$ cat src/rtl/serial_magnitude_comparator.sv
// Bit-serial magnitude comparator: accepts one (a, b) bit pair per beat and registers
// greater/equal/less once WIDTH beats have arrived.
module serial_magnitude_comparator #(
  parameter int unsigned WIDTH     = 8,
  parameter bit          MSB_FIRST = 1'b1
) (
  input  logic clk,
  input  logic rst,
  input  logic start,
  input  logic in_valid,
  input  logic a,
  input  logic b,
  output logic in_ready,
  output logic busy,
  output logic done,
  output logic g,
  output logic e,
  output logic l
);

  localparam int unsigned CntW = $clog2(WIDTH + 1);
  localparam logic [CntW-1:0] LastCnt = CntW'(WIDTH - 1);

  typedef enum logic [1:0] {StIdle, StCompare, StDone} state_e;

  state_e          state_q, state_d;
  logic [CntW-1:0] cnt_q, cnt_d;
  logic            wg_q, wg_d;
  logic            wl_q, wl_d;
  logic            g_q, g_d;
  logic            e_q, e_d;
  logic            l_q, l_d;

  logic beat;
  logic wg_nxt, wl_nxt;

  assign beat = in_valid && (state_q == StCompare);

  // Working flags including the current beat, so the final beat is reflected in the result.
  always_comb begin
    wg_nxt = wg_q;
    wl_nxt = wl_q;
    if (MSB_FIRST) begin
      if (!wg_q && !wl_q) begin
        wg_nxt = a & ~b;
        wl_nxt = ~a & b;
      end
    end else if (a != b) begin
      wg_nxt = a;
      wl_nxt = b;
    end
  end

  always_comb begin
    state_d = state_q;
    cnt_d   = cnt_q;
    wg_d    = wg_q;
    wl_d    = wl_q;
    g_d     = g_q;
    e_d     = e_q;
    l_d     = l_q;
    unique case (state_q)
      StIdle: begin
        if (start) begin
          state_d = StCompare;
          cnt_d   = '0;
          wg_d    = 1'b0;
          wl_d    = 1'b0;
        end
      end
      StCompare: begin
        if (beat) begin
          cnt_d = cnt_q + CntW'(1);
          wg_d  = wg_nxt;
          wl_d  = wl_nxt;
          if (cnt_q == LastCnt) begin
            state_d = StDone;
            g_d     = wg_nxt;
            l_d     = wl_nxt;
            e_d     = ~wg_nxt & ~wl_nxt;
          end
        end
      end
      StDone: begin
        if (start) begin
          state_d = StCompare;
          cnt_d   = '0;
          wg_d    = 1'b0;
          wl_d    = 1'b0;
        end else begin
          state_d = StIdle;
        end
      end
      default: state_d = StIdle;
    endcase
  end

  always_ff @(posedge clk) begin
    if (rst) begin
      state_q <= StIdle;
      cnt_q   <= '0;
      wg_q    <= 1'b0;
      wl_q    <= 1'b0;
      g_q     <= 1'b0;
      e_q     <= 1'b0;
      l_q     <= 1'b0;
    end else begin
      state_q <= state_d;
      cnt_q   <= cnt_d;
      wg_q    <= wg_d;
      wl_q    <= wl_d;
      g_q     <= g_d;
      e_q     <= e_d;
      l_q     <= l_d;
    end
  end

  assign in_ready = (state_q == StCompare);
  assign busy     = (state_q == StCompare);
  assign done     = (state_q == StDone);
  assign g        = g_q;
  assign e        = e_q;
  assign l        = l_q;

endmodule

$ cat config.mk
export PLATFORM = sky130hd
export DESIGN_NAME = serial_magnitude_comparator
export DESIGN_NICKNAME = d
export VERILOG_FILES = /design/src/rtl/serial_magnitude_comparator.sv
export SDC_FILE = /design/constraint.sdc
export NUM_CORES = 1
export LEC_CHECK = 0
export ABC_CLOCK_PERIOD_IN_PS = 1900
export CAP_MARGIN = 20
export CORE_AREA = 2 2 39 41
export CTS_CLUSTER_DIAMETER = 100
export CTS_CLUSTER_SIZE = 30
export DETAILED_ROUTE_END_ITERATION = 10
export DIE_AREA = 0 0 41 43
export PLACE_DENSITY = 0.77
export SLEW_MARGIN = 15
export SYNTH_ARGS = -nofsm -noshare
export SYNTH_HDL_FRONTEND = slang
export SYNTH_SLANG_ARGS = --single-unit
$ cat constraint.sdc
create_clock -name clk -period 1.9 [get_ports clk]
set_clock_uncertainty 0.2 [all_clocks]
set_input_delay 0.38 -clock clk [delete_from_list [all_inputs] [get_ports clk]]
set_output_delay 0.38 -clock clk [all_outputs]
set_load 0.1 [all_outputs]
; ---- After elaboration in Yosys (flattened, before gate mapping)
; Index checks and enable logic that the tools add are counted.
[word_totals]
ff_bits = 11
in_bits = 6
out_inout_bits = 6
word_cells = 47
[op_classes]
addsub = 1
eq_ne = 7
n_mux = 15
n_bitwise = 7
n_reduce_logical = 10
[op_table]
columns = operator, count
row1 = $reduce_and A3 Y1, 3
row2 = $mux W4, 2
row3 = $pmux W4 S2, 1
row4 = $mux W1, 6
row5 = $mux W2, 3
row6 = $ne A2 B1 Y1 const B, 3
row7 = $pmux W2 S3, 1
row8 = $add A4 B1 Y4 const B, 1
row9 = $eq A4 B3 Y1 const B, 1
row10 = $not A1 Y1, 4
row11 = $pmux W1 S2, 2
row12 = $and A1 B1 Y1, 3
row13 = $eq A2 B1 Y1 const B, 1
row14 = $eq A2 B2 Y1 const B, 1
row15 = $logic_and A1 B1 Y1, 2
row16 = $logic_not A1 Y1, 2
row17 = $logic_not A2 Y1, 1
row18 = $ne A2 B2 Y1 const B, 1
row19 = $reduce_bool A2 Y1, 1
row20 = $reduce_or A2 Y1, 1

; ---- Depth between registers and ports, before layout
; Gate-level depths: netlist of the first run.
[logic_depth]
depth_word = 5
mapped_depth = 5
depth_no_buf = 4

; ---- Worst setup path after synthesis of the first run
; Ideal clock, no wire load.
[synth_path]
path_type = flip-flop to output port
from = register state_q[1]
to = output done
arrival_ns = 1.713
required_time_ns = 1.320
slack_ns = -0.393
stages_incl_launch_ff = 2
n_path_buf = 0
path_cell_list = dfxtp_1 -> nor2b_1
[synth_between]
elab_chain_len = 1
[synth_lines]
columns = element, line_no
row1 = start: declaration, 26  ; state_e state_q, state_d;
row2 = start signal: assignment, 100  ; state_q <= StIdle;
row3 = start signal: assignment, 108  ; state_q <= state_d;
row4 = $eq A2 B2 Y1, 120  ; assign done = (state_q == StDone);
row5 = end: declaration, 15  ; output logic done,
; Every way passes these cells.

; ---- Worst setup path in the final report of the first run
[layout_path]
from = register state_q[1]
to = output busy
[layout_between]
elab_chain_len = 1
[layout_lines]
columns = element, line_no
row1 = $eq A2 B1 Y1, 119  ; assign busy = (state_q == StCompare);
row2 = end: declaration, 14  ; output logic busy,
; Every way passes these cells.

==> summary.txt, run 1 <==
CTS tree - yes
Crit-path slowest cell - dfxtp_1
Cell depth of the worst hold path - 2
Placed cell count - 85
P&R area growth vs syn - 46.86%
Hold Path Origin - e
Drt first pass iters - 4
Post-route ant nets - 0
RSZ-0062 raised after global routing - false
Top cells by area, synth - dfxtp_1 43%, a21oi_1 3.9%, nand3b_4 3.9%, inv_1 3.6%, a2111oi_0 3.4%
Clock transition at path regs - 60 ps
Synth top area share - 42.51%
Share of post-route cells with drive strength above 1 - 24.66%
Final period util - 95.79%
Die Area - 1763 µm²
Max rail drop VDD - 0.0003905 V
YS warnings - 0
Commonest cells in the netlist - 11 x dfxtp_1, 5 x inv_1, 4 x a21oi_1
# DRC - 0
Core box area - 1384 µm²
Final Critical Period - 1820 ps
Syn nets - 63
Outcome - complete, no violations
PostCTS Resize Cnt - 0
Max Slew Vio Count - 0
Ordered list of cells on the worst path - nor2b_1, buf_4, buf_12
Primary FF master, synth - dfxtp_1
Final setup TNS - 0 ps
Worst setup SP type - flip-flop
Grt ovf - 0
PortBufs - 11
Least-Margin Pin Slew - 346.7 ps
Diode count - 0
Seq cells post-synth - 11
Gpl congestion - 0.6947
R2R depth - 4
Req. time, crit path - 1320 ps
Clock buffer depth - 2
Root Buffer - clkbuf_4
Hold slack final - 306.6 ps
CTS buffer count - 3
First-pass GRT wire length - 1794 µm
Fin cells - 89
DP HPWL - 897.9 µm
Syn Inst Count - 56
Layout Nets - 81
Hold WC Path Type - reg2reg
Netlist cell types - 29
R2R Path End - g
Reg area - 220.2 µm²
Critical Path Start - state_q[1]
Clk_lat worst skew - 260 ps
Critical Path Max Stage Delay - 350 ps
Total GRT Usage - 15.76%
Critical Path Fanout Max - 6
Total number of vias - 490
Final wirelength - 1131 µm
H-tree depth - 1
DR iter-0 viols - 8
CP Capture Type - output port
Reg-to-Reg Start - cnt_q[0]
Post-synthesis sequential area ratio - 42.51%
Top Ports - 12
Number of global-route vias before repair - 446
Max_cap viols - 0
Reg-to-reg setup timing slack - 400 ps
Syn avg cell area - 9.250 µm²
Vias per cell - 5.506
Max Fclk - 549.4 MHz
Final setup margin - 79.97 ps
Most frequent cell after synthesis - dfxtp_1
Die Height - 43 µm
Leakage - 0.3052 nW
Initial antenna violation count - 0
Multi-input gate area - 260.3 µm²
Rel. slew slack - 76.29%
Postcts setup bufs - 0
CTS Hold Buffers Added - 0
Yosys top cell by area - dfxtp_1
Mapped Area - 518.0 µm²
Routed len/inst - 12.71 µm
Arrival time at the worst endpoint - 1240 ps
Number of fillers in the final layout - 129
Crit path kind - reg2out
Dpl ws - -23.65 ps
Number of setup violations in the final report - 0
Initial Util - 37.43%
Largest net degree at the start of global routing - 8
Hold worst-path end - e
Ys async rst share - 0%
Fin. Hold Viols - 0
Post-synth EDFFs - 0
Pwr dens - 647.5 nW/µm²
Die X-Extent - 41 µm
CTS sink cnt - 11
Row cnt - 14
## routing by layer
metal | vias to the layer above | wire length [µm] | share of wire, % | GRT usage [%]
met1 | 235 | 485 | 43 | 17.70
met4 | 0 | 33 | 2.9 | 12.00
met5 | - | 0 | 0 | 0
li1 | 234 | - | - | -
met2 | 17 | 559 | 49 | 23.44
met3 | 4 | 53 | 4.7 | 4.712
## power breakdown
group	internal, mW	switching [mW]	total (mW)
Sequential	0.234	0.00265	0.237
Clock	0.0812	0.0742	0.155
Combinational	0.0422	0.0582	0.100
## cell families (layout without fill, tap and decap cells)
group	count (synthesis)	count (layout)	synth area share [%]
buffers and inverters	9	26	7.730
AND/OR/NAND/NOR	19	19	23.67
multiplexers	1	1	1.932
flip-flops	11	11	42.51
adder cells (fa/ha/maj)	1	1	2.415
XOR/XNOR	2	2	3.382
AO/OA/AOI/OAI	13	13	18.36
## cell type report
cell class              instances  share of cell area (%)
repair buffers                 17                   28.29
clock buffers                   4                   3.454
multi-input cells              36                   34.21
flip-flops and latches         11                   28.95
well taps                      16                   2.632
inverters                       5                   2.467
## worst max path at each step
| stage | slack [ps] | endpoint | cells past startpoint |
|---|---|---|---|
| floorplan | 70 | in_ready | 3 |
| CTS | 90 | busy | 3 |
| detailed placement | -20 | wg_q | 4 |
| global route | 30 | busy | 3 |
| global placement | -2 | wl_q | 4 |
| finish | 80 | busy | 3 |
## sequential cells by signal (all words and copies together) (netlist names)
signal   count
state_q      2
e            1
wl_q         1
wg_q         1
cnt_q        4
l            1
g            1
## stage by stage
step / area, µm² / utilization [%] / power (mW)
after floorplan: 523.0 / - / 0.3004
after global placement: 734.5 / 53.07 / 0.3402
after detailed placement: 734.5 / 53.07 / 0.3425
after CTS: 760.7 / 54.97 / 0.4986
after global routing: 760.7 / 54.97 / 0.5160
final: 760.7 / 54.97 / 0.4926
## worst max-delay path, delay by kind of cell (launching register included)
kind	cells	cell delay [ps]
and+or+nand+nor	1	230
DFF	1	350
buffers and inverters	2	400
## cell usage in the layout (no fill, tap or decap), drive strengths merged
| master | Yosys | layout |
|---|---|---|
| a31oi | 1 | 1 |
| inv | 5 | 5 |
| mux2i | 1 | 1 |
| nor2b | 2 | 2 |
| clkdlybuf4s50 | 0 | 5 |
| a311oi | 2 | 2 |
| buf | 3 | 12 |
| o21ai | 1 | 1 |
| and4b | 1 | 1 |
| nand3 | 3 | 3 |
| nand4b | 1 | 1 |
| and2b | 1 | 1 |
| xor2 | 1 | 1 |
| a2111oi | 2 | 2 |
| or3 | 1 | 1 |
| nand2b | 1 | 1 |
| nand4 | 2 | 2 |
| nand2 | 2 | 2 |
| clkbuf | 1 | 4 |
| o31ai | 1 | 1 |
| nand3b | 1 | 1 |
| a21oi | 4 | 4 |
| dfxtp | 11 | 11 |
| nor2 | 3 | 3 |
| xnor2 | 1 | 1 |
| a211oi | 1 | 1 |
| nor3 | 1 | 1 |
| o31a | 1 | 1 |
| ha | 1 | 1 |
Note: power is estimated with default switching activity, not from simulation.
==> run 2: changes to the inputs <==
- CORE_AREA: 2 2 39 41 -> default
- CORE_MARGIN: default -> 2
- CORE_UTILIZATION: default -> 32
- DIE_AREA: 0 0 41 43 -> default
- PLACE_DENSITY: 0.77 -> 0.67
==> run 2 against run 1 <==
  * Final cell count is the same
  * Cell area did not move
  * Hold slack improved by 0.92 ps
  * Wire length up 2.1%
  * Sequential power is essentially flat
  * Die area up 11%
  * Combinational power is essentially flat
  * Critical path type unchanged
  * Worst setup slack better by 51 ps
  * Clock power rose by 6%
==> summary.txt, run 2 (synthesis results as in run 1) <==
Outcome - complete, no violations
Vias per cell - 5.337 (-3.1%)
Hold WC Path Type - reg2reg
Switching Share - 28.85% (+1.4 points)
Final instance area - 760.7 µm² (unchanged)
Post-route ant nets - 0 (unchanged)
Most frequent cells in the layout - 11 x dfxtp_1, 6 x buf_12, 6 x buf_4
Max_cap viols - 0 (unchanged)
Crit path kind - reg2out
DP HPWL - 894.7 µm (-0.36%)
Row cnt - 14 (unchanged)
Top Ports - 12 (unchanged)
Die Height - 44.24 µm (+2.9%)
Arrival time at the worst endpoint - 1190 ps (-50 ps)
Clock power frac - 32.9% (+1.4 points)
Met1 GRT Util - 17.84% (+0.13 points)
Clock transition at path regs - 70 ps (about the same)
Gpl congestion - 0.7052 (+1.5%)
Combinational fraction of design power - 20.0% (-0.4 points)
Cell Int Power - 0.3576 mW (about the same)
PortBufs - 11 (unchanged)
Share of post-route cells with drive strength above 1 - 24.66% (unchanged)
Final Util - 50.50% (-4.5 points)
Number of setup violations in the final report - 0 (unchanged)
Met2 usage - 19.41% (-4.0 points)
DR iter-0 viols - 13 (+5)
Placed cell count - 85 (unchanged)
Total GRT Usage - 14.12% (-1.6 points)
RSZ-0062 raised after global routing - false
Final wirelength - 1155 µm (+2.1%)
Dpl ws - -2.871 ps (+20.78 ps)
Max Slew Vio Count - 0 (unchanged)
Max rail drop VDD - 0.0004632 V (+19%)
Most flop-heavy register - cnt_q
Final setup margin - 130.6 ps (+50.67 ps)
Hold slack final - 307.5 ps (+0.9190 ps)
Rel. slew slack - 74.47% (-1.8 points)
Diode count - 0 (unchanged)
Most Crowded Layer GR - met2
Req. time, crit path - 1320 ps (about the same)
Most common cell after layout, fill and taps aside - dfxtp_1
Number of fillers in the final layout - 142 (+10%)
Reg-to-Reg Start - cnt_q[0]
Critical Path Fanout Max - 7 (+1)
Clk_lat worst skew - 270 ps (about the same)
Core box area - 1506 µm² (+8.9%)
Total number of vias - 475 (-3.1%)
Final setup TNS - 0 ps (unchanged)
CTS sink cnt - 11 (unchanged)
Grt ovf - 0 (unchanged)
CTS Hold Buffers Added - 0 (unchanged)
Biggest regs - cnt_q: 4 flops, state_q: 2 flops
Leakage - 0.3052 nW (unchanged)
Die X-Extent - 44.24 µm (+7.9%)
Max Fclk - 565.2 MHz (+2.9%)
CP Capture Type - output port
Layout Nets - 81 (unchanged)
Final Critical Period - 1769 ps (-50.67 ps)
Initial antenna violation count - 0 (unchanged)
Psw - 0.1450 mW (+7.4%)
Tot Pwr - 0.5026 mW (+2.0%)
Least-Margin Pin Slew - 373.4 ps (+26.63 ps)
First-pass GRT wire length - 1897 µm (+5.7%)
H-tree depth - 1 (unchanged)
GR Util met3 - 6.122% (+1.4 points)
Largest net degree at the start of global routing - 10 (+2)
CTS buffer count - 3 (unchanged)
# DRC - 0 (unchanged)
Max FFs per register - 4 (unchanged)
Drt first pass iters - 4 (unchanged)
Clock buffer depth - 2 (unchanged)
P&R area growth vs syn - 46.86% (unchanged)
Root Buffer - clkbuf_4
Critical Path Start - state_q[1]
CTS tree - yes
Initial Util - 34.39% (-3.0 points)
Hold Path Origin - cnt_q[1]
Number of global-route vias before repair - 432 (-3.1%)
Routed len/inst - 12.98 µm (+2.1%)
Fin. Hold Viols - 0 (unchanged)
Postcts setup bufs - 0 (unchanged)
Die Area - 1957 µm² (+11%)
Placed instance area - 734.5 µm² (unchanged)
Fin cells - 89 (unchanged)
Worst setup SP type - flip-flop
PostCTS Resize Cnt - 0 (unchanged)
Pwr dens - 660.7 nW/µm² (+2.0%)
Final period util - 93.12% (-2.7 points)
Flop pwr share - 47.1% (-1.0 points)
-- run 2: cell counts in the layout (fill, tap and decap cells not counted) --
No cell type changed its count.
-- run 2: critical path, stage by stage, from the launching register on --
cell and delay, ps:
dfxtp_1 360, nor2b_1 180, buf_4 200, buf_12 180
-- run 2: routing by layer --
layer	share of wire, %	wire length, µm
met1	47	538
met2	47	543
met3	4.7	54
met4	1.6	19
met5	0	0
-- run 2: path summary, 6_finish.rpt --
path | to | slack [ps] | depth (start not counted)
worst max-delay path | busy | 130 | 3
worst min-delay path | cnt_q[1] | 310 | 2
worst max register to register | l | 410 | 4
worst min register to register | cnt_q[1] | 310 | 2
-- run 2: layout make-up --
| class | instances | area [µm²] | area share, % |
|---|---|---|---|
| clock buffer | 4 | 26.28 | 3.454 |
| inverter | 5 | 18.77 | 2.467 |
| multi-input combinational | 36 | 260.3 | 34.21 |
| sequential | 11 | 220.2 | 28.95 |
| tap | 16 | 20.02 | 2.632 |
| timing repair buffer | 17 | 215.2 | 28.29 |
-- run 2: power by group through the flow --
stage          combinational, mW  clock (mW)  sequential, mW
2_1_floorplan             0.0566           0           0.244
3_3_place_gp              0.0989           0           0.242
3_5_place_dp               0.101           0           0.242
4_1_cts                    0.101       0.173           0.237
5_1_grt                    0.107       0.183           0.237
6_report                   0.100       0.165           0.237
